### src/rtl/ps_bc_route_pkg.sv
// Shared encodings for the program-sequencer bus-connect datapath:
// route select codes, ureg group boundaries and the DM write FSM state type.
package ps_bc_route_pkg;

  localparam logic [1:0] DRR_DAG  = 2'b00;
  localparam logic [1:0] DRR_STK  = 2'b01;
  localparam logic [1:0] DRR_RF   = 2'b10;
  localparam logic [1:0] DRR_NONE = 2'b11;

  localparam logic [2:0] DI_DM       = 3'b000;
  localparam logic [2:0] DI_DM_IADD  = 3'b100;
  localparam logic [2:0] DI_IMM      = 3'b010;
  localparam logic [2:0] DI_DRR      = 3'b001;
  localparam logic [2:0] DI_DRR_IADD = 3'b101;
  localparam logic [2:0] DI_IDLE     = 3'b011;
  localparam int         DI_IADD_BIT = 2;

  // Ureg map: 0-7 register file, 8-11 DAG, 12-15 PC stack.
  localparam logic [3:0] UREG_RF_HI  = 4'h7;
  localparam logic [3:0] UREG_DAG_HI = 4'hB;

  typedef enum logic {
    WR_IDLE = 1'b0,
    WR_WAIT = 1'b1
  } wr_state_e;

  function automatic logic [1:0] ureg_group(input logic [3:0] ureg);
    if (ureg <= UREG_RF_HI)       return DRR_RF;
    else if (ureg <= UREG_DAG_HI) return DRR_DAG;
    else                          return DRR_STK;
  endfunction

endpackage

### src/rtl/ps_bc_dm_wr_fsm.sv
// DM write handshake: holds the write data and request until the DM accepts it,
// and asks the sequencer to stall while the request is outstanding.
module ps_bc_dm_wr_fsm
  import ps_bc_route_pkg::*;
#(
  parameter int DATA_W = 16
) (
  input  logic              clk,
  input  logic              rst_n,
  input  logic              launch,
  input  logic [DATA_W-1:0] wdata_in,
  input  logic              dm_bc_wr_rdy,
  output logic [DATA_W-1:0] bc_dm_wdata,
  output logic              bc_dm_wr_vld,
  output logic              bc_stall_req
);

  wr_state_e state;

  always_ff @(posedge clk or negedge rst_n) begin
    if (!rst_n) begin
      state        <= WR_IDLE;
      bc_dm_wr_vld <= 1'b0;
      bc_dm_wdata  <= '0;
    end else begin
      case (state)
        WR_IDLE: begin
          if (launch) begin
            state        <= WR_WAIT;
            bc_dm_wr_vld <= 1'b1;
            bc_dm_wdata  <= wdata_in;
          end
        end
        WR_WAIT: begin
          // A write arriving on the completing edge is chained without a bubble.
          if (dm_bc_wr_rdy) begin
            if (launch) begin
              bc_dm_wdata <= wdata_in;
            end else begin
              state        <= WR_IDLE;
              bc_dm_wr_vld <= 1'b0;
            end
          end
        end
      endcase
    end
  end

  assign bc_stall_req = (state == WR_WAIT) & ~dm_bc_wr_rdy;

endmodule

### src/rtl/ps_bc_route.sv
// Bus-connect datapath: decode-stage DRR source mux, execute-stage result route,
// DM write handshake. Define PS_BC_FWD_EN to forward execute results into the DRR.
module ps_bc_route
  import ps_bc_route_pkg::*;
#(
  parameter int DATA_W = 16
) (
  input  logic              clk,
  input  logic              rst_n,
  input  logic              ps_stall,
  input  logic [1:0]        ps_bc_drr_slct,
  input  logic [2:0]        ps_bc_di_slct,
  input  logic              ps_bc_dm_wr,
  input  logic [DATA_W-1:0] rf_bc_rdata,
  input  logic [DATA_W-1:0] dag_bc_rdata,
  input  logic [DATA_W-1:0] stk_bc_rdata,
  input  logic [DATA_W-1:0] ps_imm_data,
  input  logic [DATA_W-1:0] dm_bc_rdata,
  input  logic [3:0]        ps_bc_src_ureg,
  input  logic [3:0]        ps_bc_dst_ureg,
  input  logic              ps_bc_dst_we,
  input  logic              dm_bc_wr_rdy,
  output logic [DATA_W-1:0] bc_dst_data,
  output logic              bc_dst_vld,
  output logic              bc_iadd_vld,
  output logic [DATA_W-1:0] bc_dm_wdata,
  output logic              bc_dm_wr_vld,
  output logic              bc_stall_req
);

  logic [DATA_W-1:0] drr_q;
  logic [DATA_W-1:0] drr_src;
  logic [DATA_W-1:0] drr_nxt;
  logic [DATA_W-1:0] exe_res;
  logic              exe_drr_route;
  logic              exe_active;
  logic              exe_wb;
  logic              exe_dm_wr;
  logic              stage_en;

  assign stage_en = ~ps_stall & ~bc_stall_req;

  // Decode stage: pick the internal source for the DRR.
  always_comb begin
    drr_src = '0;
    case (ps_bc_drr_slct)
      DRR_DAG: drr_src = dag_bc_rdata;
      DRR_STK: drr_src = stk_bc_rdata;
      DRR_RF:  drr_src = rf_bc_rdata;
      default: drr_src = '0;
    endcase
  end

  // Execute stage: route DM, immediate or DRR onto the result bus.
  always_comb begin
    exe_res       = '0;
    exe_drr_route = 1'b0;
    exe_active    = 1'b1;
    case (ps_bc_di_slct)
      DI_DM, DI_DM_IADD: exe_res = dm_bc_rdata;
      DI_IMM:            exe_res = ps_imm_data;
      DI_DRR, DI_DRR_IADD: begin
        exe_res       = drr_q;
        exe_drr_route = 1'b1;
      end
      default:           exe_active = 1'b0;
    endcase
  end

  assign exe_dm_wr = exe_drr_route & ps_bc_dm_wr;
  assign exe_wb    = exe_active & ~exe_dm_wr;

`ifdef PS_BC_FWD_EN
  logic fwd_hit;
  // Only forward when the source ureg belongs to the group the decode stage reads.
  assign fwd_hit = ps_bc_dst_we & exe_wb & (ps_bc_drr_slct != DRR_NONE)
                 & (ps_bc_src_ureg == ps_bc_dst_ureg)
                 & (ureg_group(ps_bc_src_ureg) == ps_bc_drr_slct);
  assign drr_nxt = fwd_hit ? exe_res : drr_src;
`else
  logic unused_fwd;
  assign unused_fwd = ^{ps_bc_src_ureg, ps_bc_dst_ureg, ps_bc_dst_we};
  assign drr_nxt    = drr_src;
`endif

  // Stage registers: DRR (decode -> execute) and write-back (execute -> out).
  always_ff @(posedge clk or negedge rst_n) begin
    if (!rst_n) begin
      drr_q       <= '0;
      bc_dst_data <= '0;
      bc_dst_vld  <= 1'b0;
      bc_iadd_vld <= 1'b0;
    end else begin
      bc_dst_vld  <= stage_en & exe_wb;
      bc_iadd_vld <= stage_en & exe_wb & ps_bc_di_slct[DI_IADD_BIT];
      if (stage_en) drr_q <= drr_nxt;
      if (stage_en & exe_wb) bc_dst_data <= exe_res;
    end
  end

  ps_bc_dm_wr_fsm #(
    .DATA_W (DATA_W)
  ) u_dm_wr_fsm (
    .clk          (clk),
    .rst_n        (rst_n),
    .launch       (stage_en & exe_dm_wr),
    .wdata_in     (exe_res),
    .dm_bc_wr_rdy (dm_bc_wr_rdy),
    .bc_dm_wdata  (bc_dm_wdata),
    .bc_dm_wr_vld (bc_dm_wr_vld),
    .bc_stall_req (bc_stall_req)
  );

endmodule

### config.mk
export PLATFORM = sky130hd
export DESIGN_NAME = ps_bc_route
export DESIGN_NICKNAME = d
export VERILOG_FILES = /design/src/rtl/ps_bc_route_pkg.sv /design/src/rtl/ps_bc_dm_wr_fsm.sv /design/src/rtl/ps_bc_route.sv
export SDC_FILE = /design/constraint.sdc
export NUM_CORES = 1
export LEC_CHECK = 0
export BUFFER_PORTS_ARGS = -buffer_cell sky130_fd_sc_hd__buf_2
export CAP_MARGIN = 40
export CELL_PAD_IN_SITES_DETAIL_PLACEMENT = 0
export CELL_PAD_IN_SITES_GLOBAL_PLACEMENT = 2
export CORE_UTILIZATION = 30
export DETAILED_ROUTE_END_ITERATION = 10
export HOLD_SLACK_MARGIN = 0.08
export PLACE_DENSITY_LB_ADDON = 0.1
export SYNTH_ARGS = -nofsm -noshare
export SYNTH_HDL_FRONTEND = slang
export SYNTH_SLANG_ARGS = --single-unit
export TNS_END_PERCENT = 30
### constraint.sdc
create_clock -name clk -period 4.32 [get_ports clk]
set_clock_uncertainty 0.1 [all_clocks]
set_input_delay 0.864 -clock clk [delete_from_list [all_inputs] [get_ports clk]]
set_output_delay 0.864 -clock clk [all_outputs]
set_load 0.03 [all_outputs]
-- Word level (Yosys, flattened, before mapping)
Index checks and enable logic that the tools add are counted.
- register bits after elaboration: 52
- bits in latches: 0
- memory bits (writable): 0
- memory bits (read-only): 0
- word-level logic and storage cells: 48
- memories kept: 0
- $add $sub $neg: 0
- $mul: 0
- divide/modulo/power cells: 0
- magnitude comparators: 0
- equality and inequality tests: 9
- shift-type cells: 0
- muxes and demuxes: 14
- bitwise logic cells: 12
- reductions and logical operators: 6
- operators by type and width (cell ; number):
    case mux 16 bit (3 select lines) ; 2
    two-way mux 16 bit ; 2
    case mux 16 bit (2 select lines) ; 1
    AND 1 bit ; 7
    two-way mux 1 bit ; 7
    equality test 3 bit, second input constant ; 2
    NOT 1 bit ; 5
    OR reduction 5 bit ; 1
    inequality test 2 bit, second input constant ; 2
    case mux 1 bit (2 select lines) ; 2
    OR reduction 2 bit ; 2
    equality test 3 x 1 -> 1 bit, second input constant ; 1
    equality test 3 x 2 -> 1 bit, second input constant ; 1
    zero test 3 bit ; 1
    AND reduction 3 bit ; 1
    equality test 2 x 1 -> 1 bit, second input constant ; 1
    equality test 2 bit, second input constant ; 1
    zero test 2 bit ; 1
    inequality test 2 x 1 -> 1 bit, second input constant ; 1

-- Depth between registers and ports, before layout
Gate-level depths: netlist of run 1.
- word-level depth: 8
- depth in mapped cells: 6
- mapped depth without buffers: 3

-- Modules after synthesis
A second synthesis of run 1 with hierarchy kept.
- cells, all modules: 246
- area, all modules: 2836.5 µm²
- modules (own cells, without submodules) (module ; times used ; cells an instance ; area an instance (µm²) ; seq. area each (µm²)):
    ps_bc_route ; 1 ; 203 ; 2094.5 ; 850.8
    ps_bc_dm_wr_fsm ; 1 ; 43 ; 742.0 ; 450.4

-- Least setup slack after synthesis of run 1
Ideal clock, no wire load.
- path kind: input-to-reg
- start: input port ps_bc_di_slct[1]
- end: register u_dm_wr_fsm.bc_dm_wdata[10]
- data arrival time: 2.042 ns
- slack: 2.052 ns
- stages: 4
- cells stage by stage: buf_2 -> nor4_4 -> buf_6 -> mux2_4
- longest elaborated chain between the ends: 8
- ends and longest elaborated chain (what ; RTL line ; text):
    from (decl) ; ps_bc_route.sv:12 ; input logic [2:0] ps_bc_di_slct,
    equality test 3 x 1 -> 1 bit or equality test 3 bit (tied branches) ; ps_bc_route.sv:59 ; case (ps_bc_di_slct)
    OR reduction 2 bit ; ps_bc_route.sv:59 ;
    two-way mux 1 bit ; ps_bc_route.sv:59 ;
    AND 1 bit ; ps_bc_route.sv:70 ; assign exe_dm_wr = exe_drr_route & ps_bc_dm_wr;
    AND 1 bit ; ps_bc_route.sv:106 ; .launch (stage_en & exe_dm_wr),
    two-way mux 16 bit (*) ; ps_bc_dm_wr_fsm.sv:28, ps_bc_dm_wr_fsm.sv:37 ;
    two-way mux 16 bit ; ps_bc_dm_wr_fsm.sv:36 ; if (dm_bc_wr_rdy) begin
    case mux 16 bit (2 select lines) (*) ; ps_bc_dm_wr_fsm.sv:26 ; case (state)
    to (signal assigned) ; ps_bc_dm_wr_fsm.sv:31 ; bc_dm_wdata <= wdata_in;
    to (signal assigned) ; ps_bc_dm_wr_fsm.sv:38 ; bc_dm_wdata <= wdata_in;
    to (decl) ; ps_bc_dm_wr_fsm.sv:13 ; output logic [DATA_W-1:0] bc_dm_wdata,
Mark *: on every way between the ends. The rest lies on a longest branch, timed or not. The select of a mux whose other input is x is not followed.
A chain may end at the register's enable or synchronous reset.

-- Worst setup path after layout of run 1
- start: input port ps_bc_di_slct[0]
- end: register u_dm_wr_fsm.bc_dm_wdata[2]
The elaborated chain is that of the path after synthesis.

==> results of run 1 <==
cells by family after synthesis:
family,Yosys count,synth area share
muxes,80,0.331
DFF,52,0.484
AOI/OAI and AO/OA,35,0.0921
and+or+nand+nor,25,0.0535
buffers and inverters,17,0.0395
final cells by class:
cell class	instances	area (sq um)
fill	902	5260
sequential	52	1300
multi-input combinational	140	1280
timing repair buffer	128	648
tap	108	135
clock buffer	6	82.6
clock inverter	2	15.0
sequential cells by signal, indices dropped and copies added (netlist names):
signal / cells
bc_dst_vld: 1
u_dm_wr_fsm.bc_dm_wr_vld: 1
bc_dst_data: 16
drr_q: 16
u_dm_wr_fsm.state: 1
bc_iadd_vld: 1
u_dm_wr_fsm.bc_dm_wdata: 16
worst paths after layout:
kind,to,slack [ns],cells after the start
setup reg to reg,u_dm_wr_fsm.bc_dm_wdata[2],2.48,4
min in group asynchronous,bc_dst_data[10],0.57,2
hold reg to reg,bc_dst_data[8],0.41,1
max in group asynchronous,drr_q[3],3.09,2
setup / recovery,u_dm_wr_fsm.bc_dm_wdata[2],1.82,5
hold / removal,bc_dst_data[8],0.41,1
routing by layer:
| layer | share of wire | vias to the layer above | global-route usage |
|---|---|---|---|
| met1 | 0.43 | 978 | 0.177 |
| li1 | - | 995 | - |
| met4 | 0.0046 | 0 | 0.0276 |
| met3 | 0.065 | 4 | 0.0477 |
| met2 | 0.50 | 61 | 0.254 |
| met5 | 0 | - | 0 |
through the flow:
stage                     power, uW   util
final                          1410  0.397
after global routing           1500  0.397
after CTS                      1430  0.397
after detailed placement       1140  0.386
after global placement         1140  0.385
after floorplan                 972      -
placed cells by master (no fill, tap or decap), drive strengths merged, types with 2 or more instances in the layout:
cell type,count
nand2,17
nor2b,2
buf,128
clkbuf,6
mux2,48
clkinvlp,2
o21ai,16
o2bb2ai,16
dfrtp,52
mux2i,32
power groups by stage:
stage          clock [uW]  sequential [uW]  combinational [uW]
6_report              288              636                 485
2_1_floorplan           0              798                 175
5_1_grt               329              653                 519
4_1_cts               303              638                 494
3_5_place_dp            0              648                 493
3_3_place_gp            0              647                 489
==> flow_summary.toml, run 1 <==
[logic_synthesis]
synth_most_common_cell = "dfrtp_1"
ys.flop_type = "dfrtp_1"
synth_area_sq_um = 2690
syn_inst = 209
yosys.area.top_type = "dfrtp_1"
yosys_warnings = 0
yosys_register_bits = 52
yosysUniqueCellTypes = 22
ys_top_cells_by_count = "dfrtp_1, mux2_2, mux2i_1"
ys_async_sr_fraction = 1.00
syn_nets = 308
synth_top_area_frac = 0.484
ys_seq_area_frac = 0.484
synth-edff-count = 0
syn_area_per_cell_sq_um = 12.9
synth.area.top_cells = "dfrtp_1, mux2_2, mux2i_1, o2bb2ai_1, mux2_4"

[power]
vdd_ir_drop_max_uv = 179
p_per_area_nw_per_um2 = 407
p_comb_frac = 0.344
p_int_uw = 915
seqPwrFrac = 0.451
switching_power_uw = 494
swShare = 0.351
clkPwrFrac = 0.205
leakagePower_uw = 0.00175

[worst_setup_path]
cp_slowest_stage_delay_ns = 0.44
startpoint = "ps_bc_di_slct[0]"
worstPathCellList = "buf_2 -> nand2_1 -> nor4_4 -> buf_4 -> mux2_2"
r2r-start = "u_dm_wr_fsm.state"
critPathArrivalTime_ns = 2.59
critical_path_buf_inv_count = 2
start_kind = "input port"
worstSetupPathType = "input port to register"
critPathTopFamily = "buffers and inverters"
end_kind = "register"
crit_fanout = 19
crit_path_top_delay_cell = "buf_2"
cp.required_ns = 4.41

[die]
chipHeight_um = 96.7
rows = 34
die_w_um = 96.7
coreArea_sq_um = 8720
start_util = 0.308
die-area_sq_um = 9350
pin_count = 135

[detailed_routing]
drc = 0
drt_pass1_iterations = 4
vias = 2038
detail-route-antenna-nets = 0
first_iter_violations = 29
via_per_inst = 4.67
routedWlPerCell_um = 15.0
routed_wl_um = 6550

[clock_network]
cts_sinks = 52
cts.clk_slew.worst_paths_ns = 0.09
postCtsHoldBufs = 0
cts_tree = "yes"
cts_buffers = 5
root_buffer = "clkbuf_8"
h-tree-depth = 2
cts_resized = 0
clkLatencyLatePin_ns = 0.29
clockBufferDepth = 2
cts_setup_buffers = 0

[global_route]
grt_first_pass_wirelength_um = 10800
grt_pass1_vias = 2134
grt_max_degree = 53
antenna_found_initial = 0
grtUsageTotal = 0.146
grt_overflow = 0

[min_path]
min_from = "bc_dst_data[8]"
hold_path.class = "register to register"

[sta]
rsz0062_at_grt = "false"
worst_slack_ns = 1.82
hold_violations = 0
setup_viol = 0
final_max_slew_viol_count = 0
clock.fmax_ghz = 0.400
finalSetupTns_ns = 0
relSlewSlack = 0.455
period_minus_slack_ns = 2.50
finalCritPeriodShare = 0.579
worst_hold_slack_ns = 0.410
tightestPinTransition_ns = 0.816

[final_layout]
diodes = 0
nets = 426
finish.instance_area_sq_um = 3460
area_growth_pct = 28.8
layoutNonFillerInstCount = 436
drive_gt1_frac = 0.576

[place]
postPlaceCellArea_sq_um = 3370
place.gp.congestion = 0.678
place_hpwl_um = 5160
io_buffers = 125
dpl_worst_slack_ns = 1.45
dp_cells = 428

[flow_run]
maxCapViolations = 0

[outcome]
outcome = "finished, final reports clean"
Note: power is estimated with default switching activity, not from simulation.
==> inputs of run 2 (changes only) <==
- CORE_UTILIZATION: 30 -> 28
- clock period: 4.32 -> 2.45 ns (I/O delays scaled with it)
==> flow_summary.toml, run 2 (synthesis results as in run 1) <==
[sta]
final_max_slew_viol_count = 0
finalSetupTns_ns = 0
rsz0062_at_grt = "false"
finalCritPeriodShare = 0.698
relSlewSlack = 0.599
tightestPinTransition_ns = 0.601
setup_viol = 0
period_minus_slack_ns = 1.71
clock.fmax_ghz = 0.585
worst_slack_ns = 0.741
hold_violations = 0

[final_layout]
multi_input_area_sq_um = 1280
regArea_sq_um = 1300
layout_commonest_cell = "buf_2"
diodes = 0
nets = 433
finish.instance_area_sq_um = 3600
area_growth_pct = 33.8
top_regs = "bc_dst_data: 16 flops, drr_q: 16 flops, u_dm_wr_fsm.bc_dm_wdata: 16 flops"
drive_gt1_frac = 0.584
final_cell_mix = "buf_2, dfrtp_1, mux2_2"
fillers = 984

[worst_setup_path]
start_kind = "register"
r2r-start = "u_dm_wr_fsm.state"
critPathArrivalTime_ns = 1.12
end_kind = "output port"
crit_fanout = 5
startpoint = "u_dm_wr_fsm.state"
worstSetupPathType = "register to output port"
cp.required_ns = 1.86

[power]
vdd_ir_drop_max_uv = 330
leakagePower_uw = 0.00181
p_per_area_nw_per_um2 = 742
total_power_uw = 2670

[global_route]
grtUsageTotal = 0.144
grt_first_pass_wirelength_um = 11100
grt_overflow = 0
grt-busiest-layer = "met2"
use_met2 = 0.255
grt_max_degree = 33
grt_pass1_vias = 2182
use_met1 = 0.179
met3_usage = 0.0369
antenna_found_initial = 0

[clock_network]
postCtsHoldBufs = 0
cts.clk_slew.worst_paths_ns = 0.09
cts_resized = 0
cts_sinks = 52
cts_tree = "yes"
cts_buffers = 5
root_buffer = "clkbuf_8"
clkLatencyLatePin_ns = 0.29
h-tree-depth = 2
cts_setup_buffers = 0
clockBufferDepth = 2

[die]
rows = 35
pin_count = 135
start_util = 0.290
chipHeight_um = 100
coreArea_sq_um = 9280
die_w_um = 100
die-area_sq_um = 10000

[place]
postPlaceCellArea_sq_um = 3470
place.gp.congestion = 0.671
dpl_worst_slack_ns = 0.540
io_buffers = 125
place_hpwl_um = 5470

[detailed_routing]
via_per_inst = 4.42
drt_pass1_iterations = 4
detail-route-antenna-nets = 0
vias = 2048
routed_wl_um = 6750
first_iter_violations = 39
routedWlPerCell_um = 14.6
drc = 0

[outcome]
outcome = "finished, final reports clean"

[flow_run]
maxCapViolations = 0

[min_path]
hold_path.class = "input port to async pin"
==> run 2: cell count changes in the layout (fill, tap and decap cells not counted) <==
cell / delta
buf_4: +5
buf_12: +2
bufinv_16: +2
clkinvlp_4: -2
clkbuf_8: -1
==> run 2: routing by layer <==
layer	up-vias	wire length [um]
li1	1013	-
met3	2	383
met5	-	0
met1	980	2910
met4	0	26
met2	53	3430
==> run 2: area by class of cell <==
cell class / count / area share
Clock buffer: 5 / 0.0191
Clock inverter: 2 / 0.0167
Multi-Input combinational cell: 140 / 0.356
Sequential cell: 52 / 0.361
Tap cell: 129 / 0.0448
Timing Repair Buffer: 135 / 0.202
==> run 2: power by group <==
part / leakage [uW] / total (uW) / internal, uW / switching, uW
clock network: 0.0000642 / 678 / 402 / 276
registers: 0.000647 / 1120 / 1030 / 90.9
logic: 0.00110 / 870 / 365 / 505
==> run 2: per-stage QoR <==
step / utilization / hold slack (ns) / cells
after floorplan: - / 0.0944 / 209
after global placement: 0.373 / 0.386 / 455
after detailed placement: 0.374 / 0.393 / 456
after CTS: 0.388 / 0.0977 / 463
after global routing: 0.388 / 0.134 / 463
final: 0.388 / 0.0902 / 463
==> run 2: critical path, stage by stage, from the launching register on <==
cell	delay, ns
dfrtp_1	0.37
nor2b_4	0.23
buf_2	0.23
==> run 2: path summary, 6_finish.rpt <==
| path | to | slack [ns] | cells past startpoint |
|---|---|---|---|
| min in group clk | bc_iadd_vld | 0.33 | 2 |
| setup / recovery | bc_stall_req | 0.74 | 2 |
| setup reg to reg | bc_dst_data[12] | 0.81 | 4 |
| hold reg to reg | bc_dst_data[11] | 0.41 | 1 |
| hold / removal | u_dm_wr_fsm.bc_dm_wdata[8] | 0.09 | 1 |
| max in group asynchronous | drr_q[15] | 1.60 | 2 |
